`src/rtl/dmem_store_responder.sv`:
```
// Data-memory responder: word-addressed RAM fronted by a FIFO store buffer
// that drains one entry per cycle and forwards buffered stores to loads.
module dmem_store_responder #(
    parameter int DEPTH_LOG2 = 6,
    parameter int SB_ENTRIES = 4
) (
    input  logic        clk,
    input  logic        reset,
    input  logic        memwrite,
    input  logic [31:0] dataadr,
    input  logic [31:0] writedata,
    output logic [31:0] readdata,
    output logic        stall,
    output logic        sb_empty
);
    localparam int DEPTH = 1 << DEPTH_LOG2;
    localparam int PTR_W = $clog2(SB_ENTRIES);

    typedef logic [PTR_W-1:0]      ptr_t;
    typedef logic [PTR_W:0]        cnt_t;
    typedef logic [DEPTH_LOG2-1:0] idx_t;

    logic [31:0]           ram_q [DEPTH];
    idx_t                  sb_idx_q [SB_ENTRIES];
    logic [31:0]           sb_data_q [SB_ENTRIES];
    logic [SB_ENTRIES-1:0] sb_vld_q, sb_vld_d;
    ptr_t                  head_q, head_d;
    ptr_t                  tail_q, tail_d;
    cnt_t                  count_q, count_d;

    logic full, empty, enq, deq;
    idx_t word_idx;
    ptr_t slot;
    logic unused_adr_bits;

    // Byte offset and bits above the RAM range are intentionally dropped.
    assign word_idx        = dataadr[DEPTH_LOG2+1:2];
    assign unused_adr_bits = ^{dataadr[31:DEPTH_LOG2+2], dataadr[1:0]};

    assign full     = (count_q == cnt_t'(SB_ENTRIES));
    assign empty    = (count_q == '0);
    assign enq      = memwrite && !full;
    assign deq      = !empty;
    assign stall    = memwrite && full;
    assign sb_empty = empty;

    always_comb begin
        head_d   = head_q;
        tail_d   = tail_q;
        count_d  = count_q;
        sb_vld_d = sb_vld_q;
        if (deq) begin
            sb_vld_d[head_q] = 1'b0;
            head_d           = head_q + 1'b1;
        end
        if (enq) begin
            sb_vld_d[tail_q] = 1'b1;
            tail_d           = tail_q + 1'b1;
        end
        case ({enq, deq})
            2'b10:   count_d = count_q + 1'b1;
            2'b01:   count_d = count_q - 1'b1;
            default: count_d = count_q;
        endcase
    end

    // Walk entries oldest to youngest so the youngest match overrides.
    always_comb begin
        readdata = ram_q[word_idx];
        slot     = head_q;
        for (int i = 0; i < SB_ENTRIES; i++) begin
            slot = head_q + ptr_t'(i);
            if (sb_vld_q[slot] && (sb_idx_q[slot] == word_idx)) begin
                readdata = sb_data_q[slot];
            end
        end
    end

    always_ff @(posedge clk) begin
        if (reset) begin
            head_q   <= '0;
            tail_q   <= '0;
            count_q  <= '0;
            sb_vld_q <= '0;
        end else begin
            head_q   <= head_d;
            tail_q   <= tail_d;
            count_q  <= count_d;
            sb_vld_q <= sb_vld_d;
        end
    end

    // A reset edge suppresses the drain so undrained stores are discarded.
    always_ff @(posedge clk) begin
        if (enq) begin
            sb_idx_q[tail_q]  <= word_idx;
            sb_data_q[tail_q] <= writedata;
        end
        if (deq && !reset) begin
            ram_q[sb_idx_q[head_q]] <= sb_data_q[head_q];
        end
    end
endmodule

```
`config.mk`:
```
export PLATFORM = sky130hd
export DESIGN_NAME = dmem_store_responder
export DESIGN_NICKNAME = d
export VERILOG_FILES = /design/src/rtl/dmem_store_responder.sv
export SDC_FILE = /design/constraint.sdc
export NUM_CORES = 2
export LEC_CHECK = 0
export CORE_MARGIN = 10
export CORE_UTILIZATION = 56
export CTS_CLUSTER_SIZE = 30
export DETAILED_ROUTE_END_ITERATION = 8
export GPL_TIMING_DRIVEN = 0
export PLACE_DENSITY = 0.75
export RECOVER_POWER = 25
export SETUP_SLACK_MARGIN = 0.5
export SKIP_LAST_GASP = 1
export SYNTH_ARGS = -nofsm -noshare
export SYNTH_HDL_FRONTEND = slang
export SYNTH_SLANG_ARGS = --single-unit
export TNS_END_PERCENT = 10
```
`constraint.sdc`:
```
create_clock -name clk -period 5.6 [get_ports clk]
set_clock_uncertainty 0.1 [all_clocks]
set_input_delay 1.12 -clock clk [delete_from_list [all_inputs] [get_ports clk]]
set_output_delay 1.12 -clock clk [all_outputs]
set_load 0.03 [all_outputs]
```
After elaboration in Yosys (flattened, before gate mapping)
Memories as Yosys holds them, arrays and structs flattened. A register that Yosys moved wholly into a read port is not among the register bits. Cells that the tools add are included.

Logic and storage cells: 71. Memories kept: 3. Bits of input ports: 67. Register bits: 11. RAM bits: 2200. Output and inout port bits: 34.

Memories: ram_q (depth 64, bits a word 32, read ports 1, clocked after memory_dff 0, write ports 1, RTL line 23) `logic [31:0] ram_q [DEPTH];`; sb_data_q (depth 4, bits a word 32, read ports 4, clocked after memory_dff 1, write ports 1, RTL line 25) `logic [31:0] sb_data_q [SB_ENTRIES];`; sb_idx_q (depth 4, bits a word 6, read ports 4, clocked after memory_dff 1, write ports 1, RTL line 24) `idx_t sb_idx_q [SB_ENTRIES];`.

Reduce and logical (&&, ||, !) cells: 14. Equality and inequality tests: 7. Bitwise operators: 3. Magnitude comparators: 7. Add/subtract/negate cells: 6. Muxes and demuxes: 27.

Operators by type and width (number): 32-bit 2-to-1 mux (4); 6-bit equality test (4); 2-bit by 3-bit < comparator with 1-bit output, second input constant (5); 1-bit 2-to-1 mux (10); 1-bit logical AND (9); 1-bit binary-select mux with 2-bit select (4); 2-bit 2-to-1 mux (4); 4-bit 2-to-1 mux (2); 3-bit one-hot mux with 2 select lines (1); 2-bit by 1-bit adder with 2-bit output, second input constant (2); 2-bit adder, second input constant (2); 4-bit AND (1); 1-bit demux with 2-bit select (2); 2-bit by 1-bit >= comparator with 1-bit output, second input constant (2); 4-bit inverter (1); 4-bit OR (1); 3-bit by 1-bit adder with 3-bit output, second input constant (1); 3-bit equality test, second input constant (1); 1-bit zero test (3); 3-bit zero test (1); 3-bit by 1-bit subtractor with 3-bit output, second input constant (1); 2-bit by 1-bit equality test with 1-bit output, second input constant (1); 2-bit equality test, second input constant (1); 2-bit nonzero test (1).

Depth between registers and ports, before layout
Depth after elaboration: 9. Gate-level depth with buffers: 20. Depth with buffers taken out: 9.

Worst setup path before layout
OpenSTA, ideal clock, no wires.

Path type: reg2out. Start: reg head_q[0]. End: out readdata[11]. Cell stages (with the launch flop): 20. Arrival time: 4.684 ns. Slack: -0.304 ns. Required time: 4.380 ns. Buffers on the path: 10. Cells stage by stage: dfxtp_1 buf_6 buf_6 buf_6 buf_6 buf_2 buf_2 buf_1 inv_1 ha_1 buf_2 mux4_2 xnor2_1 nor2_1 o21ai_2 nor2_1 buf_2 clkbuf_1 nand2_1 a31oi_1.

RTL lines: start, declared (RTL line 27) `ptr_t head_q, head_d;`; start signal, assigned (RTL line 81) `head_q <= '0;`; start signal, assigned (RTL line 86) `head_q <= head_d;`; 2-bit adder * (RTL line 72) `slot = head_q + ptr_t'(i);`; via slot[0] (RTL line 33) `ptr_t slot;`; memory read 4 x 6 bit or 1-bit binary-select mux with 2-bit select (tied branches); 6-bit equality test or 1-bit 2-to-1 mux (tied branches) (RTL line 73) `if (sb_vld_q[slot] && (sb_idx_q[slot] == word_idx)) begin`; 1-bit logical AND (RTL line 73); 32-bit 2-to-1 mux * (RTL line 73); end, declared (RTL line 12) `output logic [31:0] readdata,`.

Mark *: on every way through the listed nets, which the timed path passes. The rest lies on a longest branch. The select of a mux whose other input is x is not followed.

Final worst setup path
Start: in dataadr[4]. End: out readdata[11].

Word-level cells in the longest chain between the ends: 6.

Ends and longest elaborated chain: start, declared (RTL line 10) `input logic [31:0] dataadr,`; branches (longest 5 deep; another with memory read 64 x 32 bit); 32-bit 2-to-1 mux * (RTL line 73).

Mark *: on every way between the ends.

==> flow_summary.json <==
{
  "status": "complete, but fails checks",
  "violations": "max-capacitance violations, max-slew violations, negative setup slack",
  "rsz0062_at_grt": "true",
  "critical_path_class": "in2out",
  "slew_headroom": -0.316,
  "firstDrtPassIters": 8,
  "hold_depth": 2,
  "postRouteAntennaNets": 0,
  "grt_pass1_vias": 48200,
  "hold_viol": 0,
  "coreArea_sq_um": 157000,
  "synth_xor_area_frac": 0.00257,
  "yosys-top-cells-area": "edfxtp_1 (75%), mux4_2 (14%), mux2i_1 (3.4%)",
  "ys.flop_type": "edfxtp_1",
  "clk_transition_reported_paths_ns": 0.06,
  "crit_required_ns": 4.38,
  "io_buffers": 74,
  "worstRegToRegCells": 4,
  "fillers": 9793,
  "cp_max_fo": 10,
  "start_kind": "primary input",
  "htreeDepth": 4,
  "final_area_sq_um": 103000,
  "cp.arrival_ns": 4.69,
  "die_x_um": 418,
  "drt_first_iter_violations": 8434,
  "worstHoldPathType": "reg2reg",
  "fin_crit_sh": 1.05,
  "cap_violations": 9,
  "grt_max_degree": 66,
  "instances_no_fill": 6892,
  "num_io_pins": 101,
  "grt_usage": 0.305,
  "nets": 4722,
  "power_density_nw_per_um2": 428,
  "ys_seq_elements": 2213,
  "vias": 49300,
  "synth_edf_count": 2200,
  "cts_buffer_depth": 3,
  "drive_gt1_frac": 0.308,
  "grt_overflow_total": 0,
  "placed_cell_area_sq_um": 94500,
  "syn_area_per_cell_sq_um": 20.9,
  "cts_tree": "yes",
  "yosys.area_share.simple": 0.0214,
  "ys_seq_area_frac": 0.749,
  "slew_viol_final": 282,
  "p_sw_uw": 12900,
  "synth_top_family_by_area": "multiplexers",
  "fin_total_pwr_uw": 44300,
  "synth_top_area_frac": 0.746,
  "power_leakage_uw": 0.0327,
  "ys_top_cells_by_count": "edfxtp_1 (2200), mux4_2 (539), mux2i_1 (305)",
  "antenna_found_initial": 24,
  "clock_sinks": 2213,
  "dp_hpwl_um": 168000,
  "p_sw_frac": 0.291,
  "area_growth_pct": 16.8,
  "cts_root_buffer": "clkbuf_16",
  "syn-num-nets": 4314,
  "grt_pass1_wl_um": 373000,
  "p_int_uw": 31400,
  "peakVddDrop_mv": 0.465,
  "numCtsBuffers": 211,
  "fp.dieH_um": 418,
  "tightest_slew_ns": 1.97,
  "yosys_warnings": 0,
  "dieArea_sq_um": 175000,
  "dp.cells": 6445,
  "hold_buffers": 0,
  "async_reset_ff_frac": 0,
  "clk_latency_ns": 0.85,
  "synthMuxAreaShare": 0.176,
  "yosysMostFrequentCell": "edfxtp_1",
  "pwr-share-clk": 0.316,
  "routedWlPerCell_um": 38.9,
  "crit_path_end_kind": "output pin",
  "gp_congestion": 0.992,
  "pwr-share-seq": 0.485,
  "period_needed_ns": 5.91,
  "wl_um": 268000,
  "rows": 145,
  "max_clock_freq_ghz": 0.169,
  "synth-adder-area-share": 0.00136,
  "syn_area_sq_um": 88600,
  "synth_compound_gate_area_share": 0.0347,
  "route.detailed.drc": 0,
  "post_drt_via_cell_ratio": 7.15,
  "synth_cell_types": 66,
  "initial_utilization": 0.565,
  "fin_ws_ns": -0.306,
  "syn-instance-count": 4238,
  "yosys.area.top_type": "edfxtp_1",
  "setup_viol": 32,
  "p_comb_frac": 0.199
}
[power groups by stage]
stage | Clock, uW | Sequential (uW) | Combinational, uW
floorplan | 0 | 21700 | 4290
global placement | 0 | 21900 | 7340
detailed placement | 0 | 21800 | 8020
CTS | 14000 | 21500 | 8520
global route | 14600 | 21500 | 9060
finish | 14000 | 21500 | 8800
[layer usage]
| layer | track usage | routed length [um] | vias to the layer above | part of all wire |
|---|---|---|---|---|
| li1 | - | - | 18800 | - |
| met1 | 0.394 | 89700 | 25600 | 0.33 |
| met2 | 0.460 | 123000 | 4042 | 0.46 |
| met3 | 0.104 | 37900 | 797 | 0.14 |
| met4 | 0.162 | 17500 | 8 | 0.065 |
| met5 | 0.00984 | 290 | - | 0.0011 |
[path summary, 6_finish.rpt]
check,from,to,slack [ns]
worst max-delay path,dataadr[4],readdata[11],-0.31
worst max register to register,count_q[0],sb_data_q[2][2],1.21
worst min register to register,sb_vld_q[0],sb_vld_q[0],0.45
worst min-delay path,sb_vld_q[0],sb_vld_q[0],0.45
[timing repair]
item,CTS,global route
gates resized for setup,727,75
setup buffers,27,9
pin swaps,45,25
endpoints found under the setup margin,34,32
cloned,10,0
[critical path, stage by stage]
cell,delay (ns)
buf_4,0.19
buf_8,0.22
buf_6,0.30
buf_6,0.28
buf_6,0.25
buf_6,0.28
nand2_1,0.39
o21ai_1,0.52
nor3_2,0.17
o221ai_1,0.50
a31oi_4,0.16
buf_2,0.21
[area by class of cell]
cell class | count | area (sq um) | share of cell area
Clock inverter | 133 | 1240 | 0.0120
Inverter | 15 | 68.8 | 0.000665
Clock buffer | 252 | 5460 | 0.0527
Multi-Input combinational cell | 1752 | 22700 | 0.220
Timing Repair Buffer | 187 | 2560 | 0.0247
Sequential cell | 2213 | 66300 | 0.641
Buffer | 266 | 2500 | 0.0241
Antenna cell | 16 | 40.0 | 0.000387
Tap cell | 2058 | 2570 | 0.0249
[cells by family after synthesis]
kind of cell	count (synthesis)
flops	2213
mux	881
compound gates	430
simple gates	398
buf+inv	281
xor+xnor	26
fa+ha+maj	9
[metrics by stage]
stage	utilization	setup TNS [ns]	setup slack, ns	hold slack [ns]
floorplan	-	0	0.515	0.389
global placement	0.589	-994.85	-2.71	0.420
detailed placement	0.603	-76.43	-2.74	0.431
CTS	0.659	-4.35	-0.178	0.441
global route	0.660	-6.33	-0.262	0.485
finish	0.660	-6.24	-0.306	0.451
[registers in the layout (all words and copies together), names as in the netlist, named ones only]
name,flops
ram_q,2048
sb_data_q,128
sb_idx_q,24
sb_vld_q,4
count_q,3
head_q,2
tail_q,2
[cells in the final DEF (no fill, tap or decap), types with 22 or more instances in the layout]
cell	Yosys	final
clkinv_2	0	38
a211oi_1	42	29
nor2_4	0	65
nand2_1	136	135
mux4_2	539	525
buf_6	10	62
nor2_1	105	38
mux4_4	0	22
mux2i_1	305	302
mux2_2	31	31
clkbuf_1	103	77
a22oi_1	60	49
o21ai_0	42	24
o211ai_1	43	43
clkbuf_16	0	216
a221oi_1	50	45
clkinv_1	2	48
dlygate4sd3_1	0	34
clkbuf_2	0	34
edfxtp_1	2200	2200
a31oi_4	0	23
buf_4	23	89
buf_2	107	42
buf_12	0	78
o22ai_1	65	38
o22ai_2	0	25
nor2b_1	31	27
(Power assumes the default switching activity.)
